**src/rtl/mux4_rr_arbiter.sv**
```systemverilog
// mux4_rr_arbiter
//   Shares one 4-input mux between four requesters. A round-robin picker
//   chooses one winner per cycle. The selected word is loaded into a
//   one-entry output buffer, which has a valid/ready handshake toward the
//   consumer.
//
// Ports
//   clk         rising-edge clock
//   rst         synchronous, active-high reset
//   req[3:0]    req[i]: requester i+1 presents a word on din(i+1)
//   din1..din4  requester words (WIDTH)
//   gnt[3:0]    one-hot accept strobe, combinational; the granted word is
//               captured at this rising edge
//   dout        buffered output word (registered)
//   dout_valid  dout holds an unconsumed word (registered)
//   dout_ready  consumer takes dout at an edge with dout_valid & dout_ready
//   last_grant  index of the most recently granted requester (registered)

// Plain 4:1 word mux used on the shared data path.
module mux4 #(
  parameter int WIDTH = 8
) (
  input  logic [WIDTH-1:0] d0,
  input  logic [WIDTH-1:0] d1,
  input  logic [WIDTH-1:0] d2,
  input  logic [WIDTH-1:0] d3,
  input  logic [1:0]       sel,
  output logic [WIDTH-1:0] y
);
  always_comb begin
    unique case (sel)
      2'd0:    y = d0;
      2'd1:    y = d1;
      2'd2:    y = d2;
      default: y = d3;
    endcase
  end
endmodule

module mux4_rr_arbiter #(
  parameter int WIDTH = 8
) (
  input  logic             clk,
  input  logic             rst,
  input  logic [3:0]       req,
  input  logic [WIDTH-1:0] din1,
  input  logic [WIDTH-1:0] din2,
  input  logic [WIDTH-1:0] din3,
  input  logic [WIDTH-1:0] din4,
  output logic [3:0]       gnt,
  output logic [WIDTH-1:0] dout,
  output logic             dout_valid,
  input  logic             dout_ready,
  output logic [1:0]       last_grant
);

  typedef enum logic {EMPTY = 1'b0, FULL = 1'b1} state_t;

  state_t           state;
  logic             can_load;
  logic             found;
  logic [1:0]       winner;
  logic [WIDTH-1:0] mux_y;

  // Loading is allowed when the buffer is empty or is being drained at
  // this same edge, which keeps one word per cycle under full flow.
  assign can_load = (state == EMPTY) | dout_ready;

  // Round-robin search starting just after the last winner. The 2-bit add
  // wraps 3 -> 0, and k=4 lands on last_grant itself, so the previous
  // winner is examined last.
  always_comb begin
    found  = 1'b0;
    winner = last_grant;
    for (int k = 1; k <= 4; k++) begin
      logic [1:0] cand;
      cand = last_grant + 2'(k);
      if (!found && req[cand]) begin
        found  = 1'b1;
        winner = cand;
      end
    end
  end

  // gnt depends only on req, dout_ready, state and last_grant; din never
  // reaches it.
  assign gnt = (can_load && found && !rst) ? (4'b0001 << winner) : 4'b0000;

  mux4 #(.WIDTH(WIDTH)) u_mux (
    .d0  (din1),
    .d1  (din2),
    .d2  (din3),
    .d3  (din4),
    .sel (winner),
    .y   (mux_y)
  );

  // Buffer FSM. dout_valid mirrors the state but is kept as its own flop so
  // the output is driven straight from a register.
  always_ff @(posedge clk) begin
    if (rst) begin
      state      <= EMPTY;
      dout       <= '0;
      dout_valid <= 1'b0;
      last_grant <= 2'b11;   // requester 0 gets first priority
    end else begin
      case (state)
        EMPTY: begin
          if (|gnt) begin
            state      <= FULL;
            dout       <= mux_y;
            dout_valid <= 1'b1;
            last_grant <= winner;
          end
        end
        FULL: begin
          if (|gnt) begin
            // drain and refill at the same edge
            dout       <= mux_y;
            dout_valid <= 1'b1;
            last_grant <= winner;
          end else if (dout_ready) begin
            // drained with nothing to refill; dout keeps its last word
            state      <= EMPTY;
            dout_valid <= 1'b0;
          end
        end
        default: begin
          state      <= EMPTY;
          dout_valid <= 1'b0;
        end
      endcase
    end
  end

endmodule

```
**config.mk**
```make
export PLATFORM = sky130hd
export DESIGN_NAME = mux4_rr_arbiter
export DESIGN_NICKNAME = d
export VERILOG_FILES = /design/src/rtl/mux4_rr_arbiter.sv
export SDC_FILE = /design/constraint.sdc
export NUM_CORES = 1
export LEC_CHECK = 0
export ABC_AREA = 1
export CORE_ASPECT_RATIO = 0.6
export CORE_MARGIN = 2
export CORE_UTILIZATION = 30
export DETAILED_ROUTE_END_ITERATION = 10
export GPL_TIMING_DRIVEN = 0
export PLACE_DENSITY_LB_ADDON = 0.1
export SLEW_MARGIN = 20
export SYNTH_ARGS = -nofsm -noshare
export SYNTH_HDL_FRONTEND = slang
export SYNTH_SLANG_ARGS = --single-unit
```
**constraint.sdc**
```tcl
create_clock -name clk -period 2 [get_ports clk]
set_clock_uncertainty 0.1 [all_clocks]
set_input_delay 0.3 -clock clk [delete_from_list [all_inputs] [get_ports clk]]
set_output_delay 0.3 -clock clk [all_outputs]
set_load 0.05 [all_outputs]
```
==> summary.txt, run 1 <==
Yosys
  – Count leader, synth: nand2_1
  – Cell count after synthesis: 176
  – Register area share after synthesis: 0.221
  – Yosys warns: 0
  – Async SR Flop Fraction: 0
  – Predominant post-synthesis flop cell: dfxtp_1
  – Post-synth top area share: 0.221
  – Top cells by area, synth: dfxtp_1 (22%), nand2_1 (21%), nand3_1 (8.3%)
  – Mapped Nets: 215
  – #FFs+latches synth: 12
  – Yosys top cell by area: dfxtp_1
  – Mapped Area: 1090 um^2
  – Syn avg cell area: 6.17 um^2
  – Netlist cell types: 26
  – EDFF count, synth: 0
  – Top cells by count, synth: nand2_1 (62), nand3_1 (18), inv_1 (15)

Global route
  – First-pass GRT wire length: 6460 um
  – GRT Util Overall: 0.207
  – Vias in the first global route: 1365
  – Antenna violations before repair: 0
  – Overflow after GRT: 0
  – Largest net degree at the start of global routing: 11

Setup path
  – Crit path max-delay cell type: dfxtp_4
  – Worst setup EP type: output port
  – Crit start category: flip-flop
  – R2r startpoint: last_grant[0]
  – Worst path required time: 1.60 ns
  – Most used cell, CP: nand2_4
  – WS Path Type: flip-flop to output port
  – Worst EP arrival: 1.95 ns
  – Critical path fanouts, max: 5
  – Beginning of the critical path: last_grant[0]
  – Maximum single-stage delay on the critical path: 0.37 ns
  – Worst-path cell chain: buf_8, nand2_2, nand2_4, nand2_4, nand2_8, or2_4, nand3_4, nand2_4, buf_8, nor3_4, buf_6

Die
  – Initial core utilization: 0.323
  – I/O Pins: 54
  – Die H: 50.6 um
  – Core area: 3360 um^2
  – Die ar.: 4130 um^2
  – # rows: 16
  – Die width: 81.7 um

Cells and area
  – Area occupied by multi-input gates: 945 um^2
  – ANT cells: 0
  – Area Growth Syn to Fin: 101%
  – Non-filler cells in the finished layout: 298
  – FF/Latch Area: 248 um^2
  – Final core utilization: 0.648
  – Layout filler cell count: 268
  – Nets: 293
  – Layout cells sized above 1: 0.360

Timing
  – Measured slew at the worst slew-check pin: 0.734 ns
  – Fin. Hold Viols: 0
  – Fin crit period: 2.35 ns
  – Final setup vio count: 12
  – Final worst slack: -0.351 ns
  – RSZ-0062 raised after global routing: true
  – Pins Over Slew Limit: 0
  – F_max: 425 MHz
  – Crit share post-route: 1.18
  – Slew HR: 0.511

Detailed routing
  – Detailed-route via count: 1508
  – Residual DRC: 0
  – DRT antenna net count: 0
  – 1st-pass router iterations: 4
  – Routed wire length: 4340 um
  – Drt via density: 5.06
  – DR WL/cell: 14.6 um
  – Initial DRC Count: 120

Clocking
  – # clock sinks: 12
  – Max clock buf depth: 2
  – CTS tree: built
  – Clk root buf: clkbuf_8
  – Total CTS buffers: 3
  – H-tree depth: 1
  – Reg clk slew, reported paths: 0.06 ns
  – Clk_lat worst skew: 0.24 ns

Status
  – Status: finished with violations
  – Failing checks: negative setup slack

Placement
  – PortBufs: 53
  – Post-placement cell count: 274
  – HPWL after detailed placement: 2940 um
  – Final Wtd Congestion: 0.868

Flow run
  – Max-Cap Viols: 0

Hold path
  – Hold crit path type: flip-flop to flip-flop
  – Hold_sp: dout_valid
-- cells in the final DEF (no fill, tap or decap), types with 4 or more instances in the layout --
cell / n
clkbuf_8: 4
clkdlybuf4s50_1: 45
nand3b_1: 8
buf_4: 15
dlygate4sd2_1: 4
nand3_1: 13
nand4_1: 9
nor2_4: 4
nand3_2: 4
dfxtp_1: 10
inv_1: 14
buf_6: 11
o21ai_0: 7
nand2_2: 13
nand2_1: 43
a21oi_2: 8
nand2_4: 12
-- worst paths after layout --
kind                      to  slack, ns  cells after the start
hold reg to reg   dout_valid       0.37                      2
hold / removal    dout_valid       0.37                      2
setup reg to reg     dout[2]      -0.17                     15
setup / recovery      gnt[0]      -0.35                     11
-- state kept, by name, indices dropped and copies added, names as in the netlist --
name / count
dout: 8
dout_valid: 1
last_grant: 2
state: 1
-- area by class of cell --
cell class                 count  share of cell area
sequential                    12               0.114
multi-input combinational    138               0.434
inverter                      19              0.0385
buffer                         7              0.0402
tap                           45              0.0258
timing repair buffer          73               0.323
clock buffer                   4              0.0253
-- kinds of logic after synthesis --
family                 count (synthesis)  share of synthesized area
flip-flops                            12                      0.221
buffers and inverters                 26                      0.119
AND/OR/NAND/NOR                      114                      0.520
AO/OA/AOI/OAI                         24                      0.141
-- worst max-delay path: cells and delay by family, from the launching register on --
family,cells,cell delay (ns)
AND/OR/NAND/NOR,8,0.86
buffers and inverters,3,0.46
flip-flops,1,0.37
-- per-stage QoR --
stage | cell area, um^2 | setup WS [ns] | hold WS, ns | TNS [ns]
2_1_floorplan | 1190 | -0.305 | 0.369 | -0.783
3_3_place_gp | 1770 | -1.27 | 0.357 | -9.40
3_5_place_dp | 1770 | -1.36 | 0.368 | -10.62
4_1_cts | 2090 | -0.322 | 0.377 | -1.55
5_1_grt | 2180 | -0.403 | 0.395 | -3.53
6_report | 2180 | -0.351 | 0.373 | -2.49
-- routing by layer --
metal	global-route usage	vias to the layer above	wire length [um]
li1	-	735	-
met1	0.300	703	2040
met2	0.305	66	1930
met3	0.0558	4	337
met4	0.0444	0	31
met5	0	-	0
-- repair_timing --
item | in CTS | in global routing
cloned | 2 | 0
hold buffers | 0 | 0
setup buffers | 14 | 4
pin swaps | 23 | 16
resized for setup | 66 | 19
endpoints found under the setup margin | 14 | 14
Power of run 1 is left out: the tool's default activity adds up to more than one toggle a clock period on the data nets, which glitch-free logic cannot reach.
==> inputs of run 2 (changes only) <==
--- a/config.mk
+++ b/config.mk
@@ -6,6 +6,7 @@
 export NUM_CORES = 1
 export LEC_CHECK = 0
 export ABC_AREA = 1
+export ABC_CLOCK_PERIOD_IN_PS = 2000
 export CORE_ASPECT_RATIO = 0.6
 export CORE_MARGIN = 2
 export CORE_UTILIZATION = 30
==> results of run 2 <==
Final layout, timing and power as in run 1 (identical DEF).
Power of run 2 is left out for the same reason.
